[src/rtl/control_sequencer.sv]
// Microcode control sequencer for the 8-bit bus CPU: steps T0..T4, decodes the
// opcode and drives the active-low bus enables plus PC, ALU and halt controls.
module control_sequencer #(
  parameter int OPCODE_WIDTH = 4
) (
  input  logic                    i_CLOCK,
  input  logic                    i_CLEAR,
  input  logic [OPCODE_WIDTH-1:0] i_OPCODE,
  input  logic                    i_CARRY,
  input  logic                    i_ZERO,
  output logic                    o_PC_OUT_n,
  output logic                    o_PC_IN_n,
  output logic                    o_PC_INC,
  output logic                    o_MAR_IN_n,
  output logic                    o_RAM_OUT_n,
  output logic                    o_RAM_IN_n,
  output logic                    o_IR_IN_n,
  output logic                    o_IR_OUT_n,
  output logic                    o_A_IN_n,
  output logic                    o_A_OUT_n,
  output logic                    o_B_IN_n,
  output logic                    o_ALU_OUT_n,
  output logic                    o_SUB,
  output logic                    o_FLAGS_IN_n,
  output logic                    o_OUT_IN_n,
  output logic                    o_HALT,
  output logic [2:0]              o_STEP
);

  typedef enum logic [2:0] {
    T0 = 3'd0,
    T1 = 3'd1,
    T2 = 3'd2,
    T3 = 3'd3,
    T4 = 3'd4
  } step_e;

  localparam logic [OPCODE_WIDTH-1:0] OP_LDA = 4'b0001;
  localparam logic [OPCODE_WIDTH-1:0] OP_ADD = 4'b0010;
  localparam logic [OPCODE_WIDTH-1:0] OP_SUB = 4'b0011;
  localparam logic [OPCODE_WIDTH-1:0] OP_STA = 4'b0100;
  localparam logic [OPCODE_WIDTH-1:0] OP_LDI = 4'b0101;
  localparam logic [OPCODE_WIDTH-1:0] OP_JMP = 4'b0110;
  localparam logic [OPCODE_WIDTH-1:0] OP_JC  = 4'b0111;
  localparam logic [OPCODE_WIDTH-1:0] OP_JZ  = 4'b1000;
  localparam logic [OPCODE_WIDTH-1:0] OP_OUT = 4'b1110;
  localparam logic [OPCODE_WIDTH-1:0] OP_HLT = 4'b1111;

  step_e step_q, step_d;
  logic  halted_q, halted_d;

  logic pc_out, pc_in, pc_inc, mar_in, ram_out, ram_in, ir_in, ir_out;
  logic a_in, a_out, b_in, alu_out, sub, flags_in, out_in, halt;

  logic is_alu_op;
  logic is_mem_op;
  assign is_alu_op = (i_OPCODE == OP_ADD) || (i_OPCODE == OP_SUB);
  assign is_mem_op = (i_OPCODE == OP_LDA) || (i_OPCODE == OP_STA);

  // Next step: instruction length decides where the counter wraps to T0.
  always_comb begin
    step_d   = step_q;
    halted_d = halted_q;
    if (halted_q) begin
      step_d   = step_q;
      halted_d = 1'b1;
    end else begin
      case (step_q)
        T0: step_d = T1;
        T1: step_d = T2;
        T2: begin
          if (i_OPCODE == OP_HLT) begin
            step_d   = T2;
            halted_d = 1'b1;
          end else if (is_alu_op || is_mem_op) begin
            step_d = T3;
          end else begin
            step_d = T0;
          end
        end
        T3: begin
          if (is_alu_op) begin
            step_d = T4;
          end else begin
            step_d = T0;
          end
        end
        T4:      step_d = T0;
        default: step_d = T0;
      endcase
    end
  end

  // State registers with synchronous clear.
  always_ff @(posedge i_CLOCK) begin
    if (i_CLEAR) begin
      step_q   <= T0;
      halted_q <= 1'b0;
    end else begin
      step_q   <= step_d;
      halted_q <= halted_d;
    end
  end

  // Control decode; clear forces everything inactive, halt leaves only o_HALT.
  always_comb begin
    pc_out = 1'b0; pc_in = 1'b0; pc_inc = 1'b0; mar_in = 1'b0;
    ram_out = 1'b0; ram_in = 1'b0; ir_in = 1'b0; ir_out = 1'b0;
    a_in = 1'b0; a_out = 1'b0; b_in = 1'b0; alu_out = 1'b0;
    sub = 1'b0; flags_in = 1'b0; out_in = 1'b0; halt = 1'b0;
    if (i_CLEAR) begin
      halt = 1'b0;
    end else if (halted_q) begin
      halt = 1'b1;
    end else begin
      case (step_q)
        T0: begin
          pc_out = 1'b1;
          mar_in = 1'b1;
        end
        T1: begin
          ram_out = 1'b1;
          ir_in   = 1'b1;
          pc_inc  = 1'b1;
        end
        T2: begin
          case (i_OPCODE)
            OP_LDA, OP_ADD, OP_SUB, OP_STA: begin
              ir_out = 1'b1;
              mar_in = 1'b1;
            end
            OP_LDI: begin
              ir_out = 1'b1;
              a_in   = 1'b1;
            end
            OP_JMP: begin
              ir_out = 1'b1;
              pc_in  = 1'b1;
            end
            OP_JC: begin
              ir_out = i_CARRY;
              pc_in  = i_CARRY;
            end
            OP_JZ: begin
              ir_out = i_ZERO;
              pc_in  = i_ZERO;
            end
            OP_OUT: begin
              a_out  = 1'b1;
              out_in = 1'b1;
            end
            OP_HLT:  halt = 1'b1;
            default: halt = 1'b0;
          endcase
        end
        T3: begin
          if (is_alu_op) begin
            ram_out = 1'b1;
            b_in    = 1'b1;
            sub     = (i_OPCODE == OP_SUB);
          end else if (i_OPCODE == OP_LDA) begin
            ram_out = 1'b1;
            a_in    = 1'b1;
          end else if (i_OPCODE == OP_STA) begin
            a_out  = 1'b1;
            ram_in = 1'b1;
          end else begin
            halt = 1'b0;
          end
        end
        T4: begin
          if (is_alu_op) begin
            alu_out  = 1'b1;
            a_in     = 1'b1;
            flags_in = 1'b1;
            sub      = (i_OPCODE == OP_SUB);
          end else begin
            halt = 1'b0;
          end
        end
        default: halt = 1'b0;
      endcase
    end
  end

  assign o_PC_OUT_n   = ~pc_out;
  assign o_PC_IN_n    = ~pc_in;
  assign o_PC_INC     = pc_inc;
  assign o_MAR_IN_n   = ~mar_in;
  assign o_RAM_OUT_n  = ~ram_out;
  assign o_RAM_IN_n   = ~ram_in;
  assign o_IR_IN_n    = ~ir_in;
  assign o_IR_OUT_n   = ~ir_out;
  assign o_A_IN_n     = ~a_in;
  assign o_A_OUT_n    = ~a_out;
  assign o_B_IN_n     = ~b_in;
  assign o_ALU_OUT_n  = ~alu_out;
  assign o_SUB        = sub;
  assign o_FLAGS_IN_n = ~flags_in;
  assign o_OUT_IN_n   = ~out_in;
  assign o_HALT       = halt;
  assign o_STEP       = i_CLEAR ? 3'd0 : step_q;

endmodule

[config.mk]
export PLATFORM = sky130hd
export DESIGN_NAME = control_sequencer
export DESIGN_NICKNAME = d
export VERILOG_FILES = /design/src/rtl/control_sequencer.sv
export SDC_FILE = /design/constraint.sdc
export NUM_CORES = 1
export LEC_CHECK = 0
export CORE_AREA = 2 2 39 41
export CTS_BUF_LIST = sky130_fd_sc_hd__clkbuf_8
export CTS_CLUSTER_SIZE = 14
export DETAILED_ROUTE_END_ITERATION = 16
export DIE_AREA = 0 0 41 43
export GPL_ROUTABILITY_DRIVEN = 0
export PLACE_DENSITY = 0.75
export SLEW_MARGIN = 20
export SYNTH_ARGS = -nofsm -noshare
export SYNTH_HDL_FRONTEND = slang
export SYNTH_SLANG_ARGS = --single-unit
[constraint.sdc]
create_clock -name i_CLOCK -period 1.4 [get_ports i_CLOCK]
set_input_delay 0.28 -clock i_CLOCK [delete_from_list [all_inputs] [get_ports i_CLOCK]]
set_output_delay 0.28 -clock i_CLOCK [all_outputs]
set_load 0.02 [all_outputs]
==> out/summary.txt <==
Clock Tree Root: clkbuf_8
outcome: finished, violations left
fill cell count: 105
initial DRC count: 6
GRT Residual Overflow: 0
CTS tree: built
Distinct cells, synth: 30
critical path type: reg -> out
die height: 43 µm
Layout area overhead: 135%
initial antenna violation count: 0
post-route DRC violation count: 0
total leakage power: 0.496 nW
gr usage total: 23.2%
Post-DP HPWL: 1280 µm
cts bufs inserted: 3
RSZ-0062 raised after global routing: yes
failing checks: negative setup slack
mean post-synth cell area: 6.65 µm²
Worst Reg2Reg Path Length in Cells: 7
H-Tree Depth: 1
Vias/cell: 5.16
final setup violation count: 14
top cell types by occurrence after synthesis: nand2_1, nor2_1, nand3_1
IO buf count: 26
post-layout min period: 1.61 ns
detail-routed net length per standard cell: 13.3 µm
Peak VDD IR: 0.000903 V
FMAX: 621 MHz
critical path data required time: 1.12 ns
CP arrival: 1.33 ns
final worst setup slack: -0.211 ns
Hold Path End: halted_q
Max clock buf depth: 2
area leader, netlist: dfxtp_1
EDFF count, synth: 0
Rel. slew slack: 86.9%
P per Cell Area: 591 mW/mm²
Worst R2R Setup Slack: 0.06 ns
Crit-path slowest cell: dfxtp_2
critical-path cell list: buf_6 -> nor2_4 -> and3_4 -> nand4_1 -> and2_4 -> buf_6
crit-path most repeated cell: buf_6
Antenna diodes: 0
Antenna Nets Post-Route: 0
worst skew pair latency: 0.22 ns
num ports: 27
post-route insts no fill: 146
vias in the first global route: 672
placed insts: 134
Area contributors post-synth: dfxtp_1, nand3_1, nand2_1, o21ai_0, nor2_1
Max Cap Violations: 0
synthesized flop and latch total: 4
Syn Nets: 78
ys async rst share: 0%
Hold Path Class: in -> reg
nets: 140
CTS sink count: 4
DRT Wirelength: 1940 µm
final number of max-transition violations: 0
Worst-Margin Slew: 0.195 ns
core area: 0.00138 mm²
pin count of the biggest net entering global routing: 10
Clock Skew: 0.00325 ns
Die Width: 41 µm
Synth Warn #: 0
Reg clk slew, reported paths: 0.03 ns
routed vias: 753
first-pass GRT wire length: 2800 µm
Initial Util: 33.6%
Max stage delay on crit path: 0.32 ns
Final Hold Viols: 0
Final Cycle Share: 115%
Pre-Repair DR Iteration Count: 4
Critical R2R Launch: step_q[0]
proportion of layout cells with a drive suffix above 1: 67.7%
Min-Delay Startpoint: i_CLEAR
# rows: 14
most used flip-flop cell after synthesis: dfxtp_1
Cells after Synth: 70
crit path launch type: register
final core utilization: 79.1%
FF-to-FF End: step_q[1]
Hold Crit Depth: 3
sequential-to-total area share from yosys stat: 17.2%
post-synthesis cell area: 465 µm²
Yosys top cell area share: 17.2%
CP Capture Type: output pin
die area: 0.00176 mm²
most frequent cell after synthesis: nand2_1
critical path fanouts, max: 4
where the power goes:
part | internal, mW | leakage (nW) | total (mW) | switching [mW]
Clock | 0.183 | 0.0216 | 0.241 | 0.0578
Combinational | 0.148 | 0.439 | 0.276 | 0.128
Sequential | 0.120 | 0.0349 | 0.130 | 0.0105
worst max-delay path: cells and delay by family, from the launching register on:
| family | cells | cell delay (ns) |
|---|---|---|
| buffers and inverters | 2 | 0.25 |
| flip-flops | 1 | 0.32 |
| AND/OR/NAND/NOR | 4 | 0.54 |
cells in the final DEF, fill, tap and decap left out, drive strengths merged, types with 3 or more instances in the layout:
cell,instances
nor3,3
nor2,10
buf,55
nor2b,4
nand3,7
dfxtp,4
o21ai,6
clkbuf,4
nand2,9
metrics by stage:
step	setup TNS [ns]	hold slack (ns)	instance area [µm²]	power, mW	worst slack, ns
global route	-2.40	0.467	1090	0.689	-0.262
floorplan	-0.0940	0.391	505	0.247	-0.0940
finish	-1.46	0.450	1090	0.647	-0.211
global placement	-14.40	0.594	943	0.376	-0.888
CTS	-1.77	0.609	1030	0.637	-0.187
detailed placement	-14.68	0.600	943	0.381	-0.923
cells by family (layout without fill, tap and decap cells):
logic type | count (synthesis) | after routing | share of synthesized area (%)
XOR/XNOR | 2 | 2 | 3.76
flip-flops | 4 | 4 | 17.2
AO/OA/AOI/OAI | 14 | 14 | 18.8
AND/OR/NAND/NOR | 45 | 45 | 53.0
buffers and inverters | 5 | 65 | 7.26
flip-flops by register name (all words and copies together), names as in the netlist:
name and cells:
halted_q 1, step_q 3
routing by layer:
metal | vias up | track usage [%] | routed length [µm]
li1 | 368 | - | -
met1 | 361 | 28.0 | 836
met2 | 24 | 40.3 | 1020
met3 | 0 | 6.28 | 84
met4 | 0 | 2.00 | 0
met5 | - | 0 | 0
final cells by class:
| class | count | area [µm²] | share of cell area [%] |
|---|---|---|---|
| Tap cell | 16 | 20.0 | 1.83 |
| Multi-Input combinational cell | 61 | 447 | 40.8 |
| Sequential cell | 4 | 90.1 | 8.23 |
| Timing Repair Buffer | 60 | 489 | 44.7 |
| Clock buffer | 3 | 41.3 | 3.77 |
| Inverter | 2 | 7.51 | 0.686 |
repair_timing:
action                     CTS  global route
hold buffers                 0             0
resized for setup          118            27
setup endpoints to repair   20            19
buffers inserted             5             4
pin swaps                    6             8
worst max-delay path by stage:
| stage | from | to | slack, ns | depth (start not counted) |
|---|---|---|---|---|
| final | step_q[0] | o_A_OUT_n | -0.21 | 6 |
| after global routing | step_q[0] | o_A_OUT_n | -0.26 | 6 |
| after CTS | step_q[0] | o_A_OUT_n | -0.19 | 6 |
| after detailed placement | i_OPCODE[1] | o_PC_IN_n | -0.92 | 6 |
| after global placement | i_OPCODE[1] | o_PC_IN_n | -0.89 | 6 |
| after floorplan | step_q[0] | o_A_OUT_n | -0.09 | 5 |
No activity file was read; power rests on OpenSTA's default activity.
